[config.mk]
export PLATFORM = sky130hd
export DESIGN_NAME = spi_slave
export DESIGN_NICKNAME = d
export VERILOG_FILES = /design/src/rtl/spi_slave.sv
export SDC_FILE = /design/constraint.sdc
export NUM_CORES = 1
export LEC_CHECK = 0
export ABC_AREA = 1
export CAP_MARGIN = 25
export CORE_MARGIN = 2
export CORE_UTILIZATION = 47
export CTS_CLUSTER_DIAMETER = 60
export DETAILED_ROUTE_END_ITERATION = 16
export GPL_ROUTABILITY_DRIVEN = 0
export PLACE_DENSITY = 0.95
export SLEW_MARGIN = 15
export SYNTH_ARGS = -nofsm -noshare
export SYNTH_HDL_FRONTEND = slang
export SYNTH_SLANG_ARGS = --single-unit
export TNS_END_PERCENT = 5
[constraint.sdc]
create_clock -name clk -period 4.6 [get_ports clk]
set_input_delay 0.92 -clock clk [delete_from_list [all_inputs] [get_ports clk]]
set_output_delay 0.92 -clock clk [all_outputs]
set_load 0.1 [all_outputs]
[src/rtl/spi_slave.sv]
// SPI target with a four-register bus port; pins are oversampled and edge-detected in clk.
// Actions trail pin edges by SYNC_STAGES+1 clk; no backpressure, a new RX byte overwrites rx_buf and flags OVR.
module spi_slave #(
  parameter int SYNC_STAGES = 2
) (
  input  logic        clk,
  input  logic        rst,
  input  logic        we_i,
  input  logic [31:0] addr_i,
  input  logic [31:0] data_i,
  output logic [31:0] data_o,
  input  logic        spi_clk_i,
  input  logic        spi_ss_i,
  input  logic        spi_mosi_i,
  output logic        spi_miso_o,
  output logic        spi_miso_oe,
  output logic        int_sig_o
);

  typedef enum logic [1:0] {
    ST_IDLE,
    ST_LOAD,
    ST_SHIFT
  } state_t;

  state_t r_state;
  state_t w_state_nxt;

  logic [SYNC_STAGES-1:0] r_sclk_sync;
  logic [SYNC_STAGES-1:0] r_ss_sync;
  logic [SYNC_STAGES-1:0] r_mosi_sync;
  logic                   r_sclk_prev;
  logic                   r_ss_prev;

  logic [3:0] r_ctrl;
  logic       r_rxv;
  logic       r_txp;
  logic       r_ovr;
  logic [7:0] r_tx_buf;
  logic [7:0] r_rx_buf;
  logic [7:0] r_tx_shift;
  logic [6:0] r_rx_shift;
  logic [2:0] r_bit_cnt;
  logic       r_miso;
  logic       r_oe;
  logic       r_int;

  logic       w_en, w_cpol, w_cpha, w_ie;
  logic       w_sclk, w_ss, w_mosi;
  logic       w_sclk_rise, w_sclk_fall, w_lead, w_trail;
  logic       w_sample, w_shift, w_ss_fall, w_active, w_busy;
  logic       w_load, w_sample_act, w_shift_act, w_byte_done;
  logic       w_wr_ctrl, w_wr_status, w_wr_tx;
  logic [7:0] w_tx_src;
  logic       w_unused_bits;

  assign w_en   = r_ctrl[0];
  assign w_cpol = r_ctrl[1];
  assign w_cpha = r_ctrl[2];
  assign w_ie   = r_ctrl[3];

  assign w_sclk = r_sclk_sync[SYNC_STAGES-1];
  assign w_ss   = r_ss_sync[SYNC_STAGES-1];
  assign w_mosi = r_mosi_sync[SYNC_STAGES-1];

  assign w_sclk_rise = w_sclk & ~r_sclk_prev;
  assign w_sclk_fall = ~w_sclk & r_sclk_prev;
  assign w_lead      = w_cpol ? w_sclk_fall : w_sclk_rise;
  assign w_trail     = w_cpol ? w_sclk_rise : w_sclk_fall;
  assign w_sample    = w_cpha ? w_trail : w_lead;
  assign w_shift     = w_cpha ? w_lead : w_trail;
  assign w_ss_fall   = ~w_ss & r_ss_prev;
  assign w_active    = ~w_ss & w_en;
  assign w_busy      = ~w_ss & w_en;

  // With CPHA=0 the MSB is already on MISO from LOAD, so the trailing edge that
  // closes the previous byte must not advance the new byte.
  assign w_load       = (r_state == ST_LOAD) && w_active;
  assign w_sample_act = (r_state == ST_SHIFT) && w_active && w_sample;
  assign w_shift_act  = (r_state == ST_SHIFT) && w_active && w_shift &&
                        (w_cpha || (r_bit_cnt != 3'd0));
  assign w_byte_done  = w_sample_act && (r_bit_cnt == 3'd7);
  assign w_tx_src     = r_txp ? r_tx_buf : 8'h00;

  assign w_wr_ctrl   = we_i && (addr_i[3:2] == 2'd0);
  assign w_wr_status = we_i && (addr_i[3:2] == 2'd1);
  assign w_wr_tx     = we_i && (addr_i[3:2] == 2'd2);

  assign w_unused_bits = ^{addr_i[31:4], addr_i[1:0], data_i[31:8]};

  always_ff @(posedge clk or posedge rst) begin
    if (rst) begin
      r_sclk_sync <= '0;
      r_ss_sync   <= '0;
      r_mosi_sync <= '0;
      r_sclk_prev <= 1'b0;
      r_ss_prev   <= 1'b0;
    end else begin
      r_sclk_sync <= {r_sclk_sync[SYNC_STAGES-2:0], spi_clk_i};
      r_ss_sync   <= {r_ss_sync[SYNC_STAGES-2:0], spi_ss_i};
      r_mosi_sync <= {r_mosi_sync[SYNC_STAGES-2:0], spi_mosi_i};
      r_sclk_prev <= w_sclk;
      r_ss_prev   <= w_ss;
    end
  end

  always_ff @(posedge clk or posedge rst) begin
    if (rst) begin
      r_state <= ST_IDLE;
    end else begin
      r_state <= w_state_nxt;
    end
  end

  always_comb begin
    w_state_nxt = r_state;
    case (r_state)
      ST_IDLE:  if (w_ss_fall && w_en) w_state_nxt = ST_LOAD;
      ST_LOAD:  w_state_nxt = ST_SHIFT;
      ST_SHIFT: if (w_byte_done) w_state_nxt = ST_LOAD;
      default:  w_state_nxt = ST_IDLE;
    endcase
    if (!w_active) w_state_nxt = ST_IDLE;
  end

  always_ff @(posedge clk or posedge rst) begin
    if (rst) begin
      r_ctrl     <= '0;
      r_rxv      <= 1'b0;
      r_txp      <= 1'b0;
      r_ovr      <= 1'b0;
      r_tx_buf   <= '0;
      r_rx_buf   <= '0;
      r_tx_shift <= '0;
      r_rx_shift <= '0;
      r_bit_cnt  <= '0;
      r_miso     <= 1'b0;
      r_oe       <= 1'b0;
      r_int      <= 1'b0;
    end else begin
      if (w_wr_ctrl) r_ctrl <= data_i[3:0];
      if (w_wr_tx)   r_tx_buf <= data_i[7:0];

      if (w_wr_tx) begin
        r_txp <= 1'b1;
      end else if (w_load) begin
        r_txp <= 1'b0;
      end

      // Clears first so a completing byte in the same cycle wins.
      if (w_wr_status && data_i[0]) r_rxv <= 1'b0;
      if (w_wr_status && data_i[2]) r_ovr <= 1'b0;
      if (w_byte_done) begin
        r_rxv    <= 1'b1;
        r_rx_buf <= {r_rx_shift, w_mosi};
        if (r_rxv) r_ovr <= 1'b1;
      end

      if (r_state == ST_IDLE) begin
        r_bit_cnt <= 3'd0;
        r_miso    <= 1'b0;
      end

      if (w_load) begin
        if (w_cpha) begin
          r_tx_shift <= w_tx_src;
        end else begin
          r_tx_shift <= {w_tx_src[6:0], 1'b0};
          r_miso     <= w_tx_src[7];
        end
      end

      if (w_sample_act) begin
        r_rx_shift <= {r_rx_shift[5:0], w_mosi};
        r_bit_cnt  <= r_bit_cnt + 3'd1;
      end

      if (w_shift_act) begin
        r_miso     <= r_tx_shift[7];
        r_tx_shift <= {r_tx_shift[6:0], 1'b0};
      end

      r_oe  <= (r_state != ST_IDLE);
      r_int <= w_en & w_ie & r_rxv;
    end
  end

  always_comb begin
    data_o = 32'h0;
    case (addr_i[3:2])
      2'd0:    data_o = {28'h0, r_ctrl};
      2'd1:    data_o = {28'h0, w_busy, r_ovr, r_txp, r_rxv};
      2'd2:    data_o = {24'h0, r_tx_buf};
      default: data_o = {24'h0, r_rx_buf};
    endcase
  end

  assign spi_miso_o  = r_miso;
  assign spi_miso_oe = r_oe;
  assign int_sig_o   = r_int;

endmodule

# ---- Word-level counts from Yosys, hierarchy flattened
# Index checks and enable logic that the tools add are counted.
dict set report classes {
  n_reduce_logical 22
  add_sub_neg 1
  n_eq_ne 7
  n_bitwise 9
  muxes 26
}
# cell n
set op_table {}
lappend op_table {{two-way mux 8 bit} 4}
lappend op_table {{one-hot mux 8 bit (3 select lines)} 1}
lappend op_table {{two-way mux 1 bit} 15}
lappend op_table {{logical AND 1 bit} 12}
lappend op_table {{nonzero test 2 bit} 5}
lappend op_table {{AND 1 bit} 6}
lappend op_table {{two-way mux 2 bit} 3}
lappend op_table {{two-way mux 3 bit} 2}
lappend op_table {{inequality test 3 bit, second input constant} 2}
lappend op_table {{one-hot mux 2 bit (3 select lines)} 1}
lappend op_table {{== test 2 x 1 -> 1 bit, second input constant} 2}
lappend op_table {{== test 2 bit, second input constant} 2}
lappend op_table {{logical NOT 2 bit} 2}
lappend op_table {{adder 3 x 1 -> 3 bit, second input constant} 1}
lappend op_table {{== test 3 bit, second input constant} 1}
lappend op_table {{inverter 1 bit} 3}
lappend op_table {{nonzero test 3 bit} 1}
lappend op_table {{AND reduction 2 bit} 1}
lappend op_table {{logical OR 1 bit} 1}
dict set report totals {
  output_inout_bits 35
  ff_bits 54
  wordCells 83
  in_bits 70
}

# ---- Depth between registers and ports, before layout
# Gate-level depths: netlist of run 1.
dict set report depth {
  depth_word 9
  mapped_depth 11
  ltp_nobuf 10
}

# ---- Least setup slack after synthesis of run 1
# No wires, ideal clock.
dict set report synth_path {
  kind {input to output}
  startpoint {input addr_i[2]}
  endpoint {output data_o[0]}
  required_time_ns 3.680
  arrival_ns 2.019
  cell_stages 4
  slack_ns 1.661
  n_path_buf 0
  cell_sequence {nand2_1 > inv_1 > nand2_1 > nand4_1}
}
dict set report synth_between {
  elab_chain_cells 2
  elab_cells_between_ends 4
}
# element line
set synth_rtl {}
lappend synth_rtl {{start, declared} 9} ;# input logic [31:0] addr_i,
lappend synth_rtl {{== test 2 bit (tied with other cells)} 190} ;# case (addr_i[3:2])
lappend synth_rtl {{one-hot mux 8 bit (3 select lines) *} 190}
lappend synth_rtl {{end, declared} 11} ;# output logic [31:0] data_o,
# Mark *: on every way between the ends. The rest lies on a longest branch, timed or not.

# ---- Final worst setup path of run 1
dict set report layout_path {
  startpoint {input addr_i[3]}
  endpoint {output data_o[1]}
}
# Same word-level chain as after synthesis.

==> impl_results.md, run 1 <==
* Hold Crit Class: flop to flop
* Clk_lat worst skew at 310 ps
* DR vias at 2129
* Total clock sinks at 54
* R2R setup slack at 2650 ps
* Overall Global Routing Usage at 0.1894
* Setup bufs post-CTS at 0
* Clock transition at path regs at 90 ps
* HPWL Detailed at 3.966 mm
* DRC Markers at 0
* GR Overflow Total at 0
* Via density at 5.009
* CTS tree: built
* Synth cell types at 28
* Synth Register Bits at 54
* Sw Share at 0.3738
* Final Hold Viols at 0
* Post-Synth XOR/XNOR Area at 0
* Max-cap viol count at 0
* Synth Area in Adders at 0.01378
* Clk buf depth at 2
* Worst setup SP type: primary input
* Worst r2r dst: r_rx_buf[7]$_DFFE_PP0P_
* Fin crit share at 0.7096
* Fin crit period at 3264 ps
* Filler cells at 492
* Final hold slack at 355.5 ps
* Ys flop type: dfrtp_1
* Finish-stage setup viols at 0
* Maximum clock rate at 306.3 MHz
* EDFF count, synth at 0
* Core region area at 5540 um^2
* CTS HTree Levels at 2
* Worst-path fanout max at 9
* PwrDens at 385.5 nW/um^2
* Lkg Pwr at 1.612 nW
* Max-slew violations at 0
* # hold bufs at CTS at 0
* Synth async-reset ratio at 1.000
* Reg2reg start: r_ctrl[2]$_DFFE_PP0P_
* PortBufs at 26
* Gate Count Post-Synth at 326
* Fin nets at 425
* Synth Area in Simple Gates at 0.2880
* Antenna violations before repair at 0
* Worst Setup Path Type: primary input to primary output
* TritonRoute pass-1 iters at 4
* NetSw at 0.4363 mW
* Syn avg cell area at 8.355 um^2
* First-pass GRT wire length at 9.515 mm
* Multi-input logic area at 1120 um^2
* Dpl cells at 417
* Die area at 6420 um^2
* FF+latch area at 1351 um^2
* Status: finished clean
* Die X at 80.13 um
* Sequential Power Share at 0.496
* Crit-path cells: clkdlybuf4s50_1, inv_1, nor2_2, nand2_1, nand4_1, buf_4
* Post-Layout Cell Count at 425
* DP Worst Slack at 1370 ps
* RSZ-0062 raised after global routing: false
* Mapped Area at 2724 um^2
* Routed Antenna Nets at 0
* P&R area growth vs syn at 11.16%
* Max-slew headroom at 0.3497
* Vias in the first global route at 2225
* Hold Path Sink: r_ss_sync[1]$_DFF_PP0_
* Root buffer cell: clkbuf_8
* Logic pwr share at 0.274
* TritonCTS Buffers at 5
* Fin util at 0.5465
* Share of layout cells above drive strength 1 at 0.09632
* Wire per inst at 12.53 um
* Worst Skew at 5.406 ps
* Post-synthesis sequential area ratio at 0.4961
* I/O pin cnt at 105
* Mux contribution to synthesized area at 0.01240
* Pin count of the biggest net entering global routing at 29
* Chip Height at 80.13 um
* Drt initial violations at 194
* Worst setup margin at 1336 ps
* Compound-Gate Fraction of Synth Area at 0.06385
* Worst slew pin tran at 972.4 ps
* Reg2Reg Depth at 7
* Worst hold path stage count at 0
* Initial Utilization at 0.4916
* Yosys warning count at 0
* Row Count at 27
* Routed WL at 5.324 mm
* # diodes at 0
* CP endpoint kind: primary output
* Cts repair resizes at 0
* Pint at 0.7309 mW
* Largest family of logic cells by synthesized area: simple AND/OR/NAND/NOR gates
* Crit path max-delay cell type: clkdlybuf4s50_1
* Crit path arrival time at 2340 ps
* Crit path largest cell delay at 530 ps
* Min-delay src: r_ss_sync[0]$_DFF_PP0_
* Power share of the clock group at 0.231
* Fin Setup TNS at 0 ps
* WP data required at 3680 ps
* Maximum VDD drop at 0.2544 mV
[how the worst max path moves through the flow]
stage	from	to	slack, ps	cells after the start
after global routing	addr_i[2]	data_o[2]	1220	6
after global placement	addr_i[3]	data_o[3]	1390	6
after floorplan	addr_i[2]	data_o[0]	1660	4
after CTS	addr_i[3]	data_o[1]	1360	6
final	addr_i[3]	data_o[1]	1340	6
after detailed placement	addr_i[3]	data_o[1]	1370	6
[state kept, by name (all words and copies together) (netlist names), 2 cells and up]
signal / cells
r_rx_buf: 8
r_tx_buf: 8
r_tx_shift: 8
r_rx_shift: 7
r_ctrl: 4
r_bit_cnt: 3
r_mosi_sync: 2
r_sclk_sync: 2
r_ss_sync: 2
r_state: 2
[cells in the final DEF (no fill, tap or decap)]
cell type,count
conb_1,24
buf_4,8
nand3_1,21
nor2_4,2
nor2_2,1
o21bai_1,1
nand2_4,2
ha_1,3
nand2_1,115
inv_1,24
nor2_1,15
nor2_8,1
nand4_1,5
o21ai_1,1
clkinv_4,1
a22o_1,3
o21ai_0,26
inv_2,3
dfrtp_1,54
nand3b_1,7
nand3_4,1
clkbuf_1,1
buf_12,1
a21oi_1,1
clkdlybuf4s50_1,18
mux2_2,3
clkinv_2,2
clkbuf_8,6
nand2_2,3
[area by class of cell]
class | instances | area share
multi-input combinational | 235 | 0.3698
tap | 72 | 0.02975
inverter | 29 | 0.03802
timing repair buffer | 27 | 0.08595
clock buffer | 7 | 0.02851
clock inverter | 1 | 0.001653
sequential | 54 | 0.4463
[stage by stage]
stage	power, mW	cell area, um^2
global route	1.224	3028
CTS	1.173	3028
global placement	0.8908	2917
detailed placement	0.9053	2937
floorplan	0.8537	2810
finish	1.167	3028
[kinds of logic after synthesis]
kind of cell,after synthesis
AOI/OAI and AO/OA,32
adders and majority gates,3
buffers and inverters,60
DFF,54
muxes,3
other,1
and+or+nand+nor,173
[worst max-delay path, delay by kind of cell]
kind | cells | cell delay [ps]
buffers and inverters | 3 | 900
and+or+nand+nor | 3 | 530
[per-layer routing]
metal / share of wire / global-route usage / wire length [um]
met5: 0 / 0 / 0
met1: 0.42 / 0.2305 / 2227
met3: 0.054 / 0.04719 / 287
met2: 0.52 / 0.3300 / 2748
met4: 0.011 / 0.05932 / 60
[synthesized netlist by cell type, types with 2 or more instances]
cell,count,area (um^2)
nand2_1,115,431.7
dfrtp_1,54,1351
o21ai_0,26,130.1
inv_1,25,93.84
buf_4,24,180.2
nand3_1,21,105.1
nor2_1,15,56.30
nand3b_1,7,52.55
nand4_1,5,31.28
a22o_1,3,26.28
clkbuf_1,3,11.26
ha_1,3,37.54
mux2_2,3,33.78
nand2_2,3,18.77
buf_2,2,10.01
buf_6,2,22.52
inv_2,2,7.510
nand2_4,2,22.52
nor2_4,2,22.52
[power groups by stage]
stage | Clock, mW | Combinational (mW) | Sequential [mW]
after global placement | 0 | 0.309 | 0.582
after global routing | 0.292 | 0.345 | 0.587
after detailed placement | 0 | 0.319 | 0.587
after CTS | 0.275 | 0.320 | 0.577
final | 0.269 | 0.319 | 0.579
after floorplan | 0 | 0.276 | 0.577
No activity file was read; power rests on OpenSTA's default activity.
==> inputs of run 2 (changes only) <==
--- a/config.mk
+++ b/config.mk
@@ -8,11 +8,11 @@
 export ABC_AREA = 1
 export CAP_MARGIN = 25
 export CORE_MARGIN = 2
-export CORE_UTILIZATION = 47
+export CORE_UTILIZATION = 40
 export CTS_CLUSTER_DIAMETER = 60
 export DETAILED_ROUTE_END_ITERATION = 16
 export GPL_ROUTABILITY_DRIVEN = 0
-export PLACE_DENSITY = 0.95
+export PLACE_DENSITY = 0.89
 export SLEW_MARGIN = 15
 export SYNTH_ARGS = -nofsm -noshare
 export SYNTH_HDL_FRONTEND = slang
==> constraint.sdc (replaced) <==
create_clock -name clk -period 3 [get_ports clk]
set_input_delay 0.6 -clock clk [delete_from_list [all_inputs] [get_ports clk]]
set_output_delay 0.6 -clock clk [all_outputs]
set_load 0.1 [all_outputs]
==> run 2 against run 1 <==
Compared with the run above:
- non-clock buffer count stayed put
- critical path depth stayed put
- via count is 2.2% lower
- clock skew is 6.7 ps higher
- die area is 17% higher
- register-to-register slack worse by 1500 ps
- utilization is 7.8 points lower
- critical path type unchanged
==> impl_results.md, run 2 (same netlist as run 1, synthesis figures left out) <==
* Status: finished clean (unchanged)
* Filler cells at 613 (was 492)
* Worst setup SP type: primary input (unchanged)
* Core region area at 6681 um^2 (was 5540 um^2)
* Fin crit period at 2563 ps
* Routed WL at 5.246 mm (was 5.324 mm)
* Maximum clock rate at 390.2 MHz
* Chip Height at 86.52 um (was 80.13 um)
* CTS HTree Levels at 2 (unchanged)
* Worst Setup SP: addr_i[3] (unchanged)
* WP data required at 2400 ps (was 3680 ps)
* Share of layout cells above drive strength 1 at 0.1076 (was 0.09632)
* Clock transition at path regs at 90 ps (about the same)
* Hold Crit Class: flop to flop (unchanged)
* Via density at 4.811 (was 5.009)
* Worst Setup Path Type: primary input to primary output (unchanged)
* Crit path max-delay cell type: clkdlybuf4s50_1 (unchanged)
* Sequential Power Share at 0.485 (was 0.496)
* Clk buf depth at 2 (unchanged)
* Antenna violations before repair at 0 (unchanged)
* Sw Share at 0.3831 (was 0.3738)
* Finish-stage setup viols at 0 (unchanged)
* HPWL Detailed at 3.874 mm (was 3.966 mm)
* GR Overflow Total at 0 (unchanged)
* I/O pin cnt at 105 (unchanged)
* Row Count at 30 (was 27)
* TritonCTS Buffers at 5 (unchanged)
* NetSw at 0.7019 mW (was 0.4363 mW)
* PwrDens at 584.8 nW/um^2 (was 385.5 nW/um^2)
* Worst slew pin tran at 593.3 ps (was 972.4 ps)
* Lkg Pwr at 1.641 nW (was 1.612 nW)
* Worst Skew at 12.09 ps (was 5.406 ps)
* Final Hold Viols at 0 (unchanged)
* Wire per inst at 12.12 um (was 12.53 um)
* Vias in the first global route at 1949 (was 2225)
* Crit path arrival time at 1960 ps (was 2340 ps)
* Root buffer cell: clkbuf_8 (unchanged)
* First-pass GRT wire length at 8.804 mm (was 9.515 mm)
* Max-cap viol count at 0 (unchanged)
* Die area at 7486 um^2 (was 6420 um^2)
* Fin Setup TNS at 0 ps (unchanged)
* DRC Markers at 0 (unchanged)
* Min-delay src: r_ss_sync[0]$_DFF_PP0_ (unchanged)
* Maximum VDD drop at 0.3373 mV (was 0.2544 mV)
* Setup bufs post-CTS at 0 (unchanged)
* Commonest non-fill, non-tap cell in the layout: nand2_1 (unchanged)
* CP endpoint kind: primary output (unchanged)
* Fin crit share at 0.8542
* P&R area growth vs syn at 15.02% (was 11.16%)
* Pin count of the biggest net entering global routing at 29 (unchanged)
* Fin nets at 425 (unchanged)
* Total clock sinks at 54 (unchanged)
* PortBufs at 26 (unchanged)
* CTS tree: built (unchanged)
* Max-slew headroom at 0.6039 (was 0.3497)
* Routed Antenna Nets at 0 (unchanged)
* TritonRoute pass-1 iters at 4 (unchanged)
* Multi-input logic area at 1120 um^2 (unchanged)
* FF+latch area at 1351 um^2 (unchanged)
* Power share of the clock group at 0.232 (was 0.231)
* RSZ-0062 raised after global routing: false (unchanged)
* Overall Global Routing Usage at 0.1495 (was 0.1894)
* Worst-path fanout max at 9 (unchanged)
* Crit-path cells: clkdlybuf4s50_1, inv_1, nor2_2, nand2_1, nand4_1, buf_12 (was clkdlybuf4s50_1, inv_1, nor2_2, nand2_1, nand4_1, buf_4)
* Max-slew violations at 0 (unchanged)
* Die X at 86.52 um (was 80.13 um)
* Cts repair resizes at 0 (unchanged)
* Reg2reg start: r_ctrl[2]$_DFFE_PP0P_ (unchanged)
* Most frequent cells in the layout: nand2_1 (115), dfrtp_1 (54), o21ai_0 (26) (unchanged)
* Drt initial violations at 116 (was 194)
* Clk_lat worst skew at 320 ps (was 310 ps)
* # diodes at 0 (unchanged)
* Initial Utilization at 0.4077 (was 0.4916)
* DR vias at 2083 (was 2129)
* Biggest regs: r_rx_buf: 8 flops, r_tx_buf: 8 flops, r_tx_shift: 8 flops (unchanged)
* Pwr Total at 1.832 mW (was 1.167 mW)
* Logic pwr share at 0.284 (was 0.274)
* Crit path largest cell delay at 520 ps (was 530 ps)
* # hold bufs at CTS at 0 (unchanged)
* Pint at 1.130 mW (was 0.7309 mW)
run 2: cell types whose count changed in the layout (fill, tap and decap cells not counted), sizes merged:
cell           before  now
buf                 9   12
clkinvlp            0    1
clkdlybuf4s50      18   15
clkbuf              7    5
inv                27   28
run 2: final cells by class:
class	instances	share of cell area
Multi-Input combinational cell	235	0.3574
Sequential cell	54	0.4313
Timing Repair Buffer	27	0.1126
Inverter	29	0.03674
Clock inverter	3	0.007987
Tap cell	80	0.03195
Clock buffer	5	0.02196
run 2: per-layer routing:
layer / up-vias / wire, um / global-route usage
li1: 1029 / - / -
met1: 969 / 2265 / 0.1964
met2: 75 / 2546 / 0.2420
met4: 0 / 99 / 0.06108
met3: 10 / 334 / 0.03143
met5: - / 0 / 0
run 2: power groups by stage:
stage | Sequential [mW] | Combinational (mW) | Clock, mW
floorplan | 0.885 | 0.424 | 0
detailed placement | 0.900 | 0.521 | 0
global placement | 0.894 | 0.512 | 0
CTS | 0.886 | 0.522 | 0.435
finish | 0.888 | 0.520 | 0.424
global route | 0.900 | 0.557 | 0.460
run 2: worst paths after layout:
check	slack, ps	end	depth (start not counted)
worst min register to register	350	r_ss_sync[1]$_DFF_PP0_	0
min in group asynchronous	660	r_bit_cnt[2]$_DFFE_PP0P_	2
max in group asynchronous	1790	r_sclk_sync[0]$_DFF_PP0_	3
worst min-delay path	350	r_ss_sync[1]$_DFF_PP0_	0
worst max register to register	1100	r_rx_buf[6]$_DFFE_PP0P_	7
worst max-delay path	440	data_o[1]	6
run 2: critical path, delay by kind of cell:
| family | cells | cell delay [ps] |
|---|---|---|
| and+or+nand+nor | 3 | 570 |
| buffers and inverters | 3 | 780 |
run 2: metrics by stage:
| step | utilization | cells | hold slack [ps] | setup WS, ps | cell area, um^2 |
|---|---|---|---|---|---|
| floorplan | - | 349 | 331.2 | 700.8 | 2810 |
| global placement | 0.4549 | 425 | 333.4 | 453.6 | 3039 |
| detailed placement | 0.4549 | 425 | 335.8 | 454.6 | 3039 |
| CTS | 0.4689 | 433 | 357.9 | 428.6 | 3133 |
| global route | 0.4689 | 433 | 362.5 | 324.2 | 3133 |
| finish | 0.4689 | 433 | 354.4 | 437.4 | 3133 |
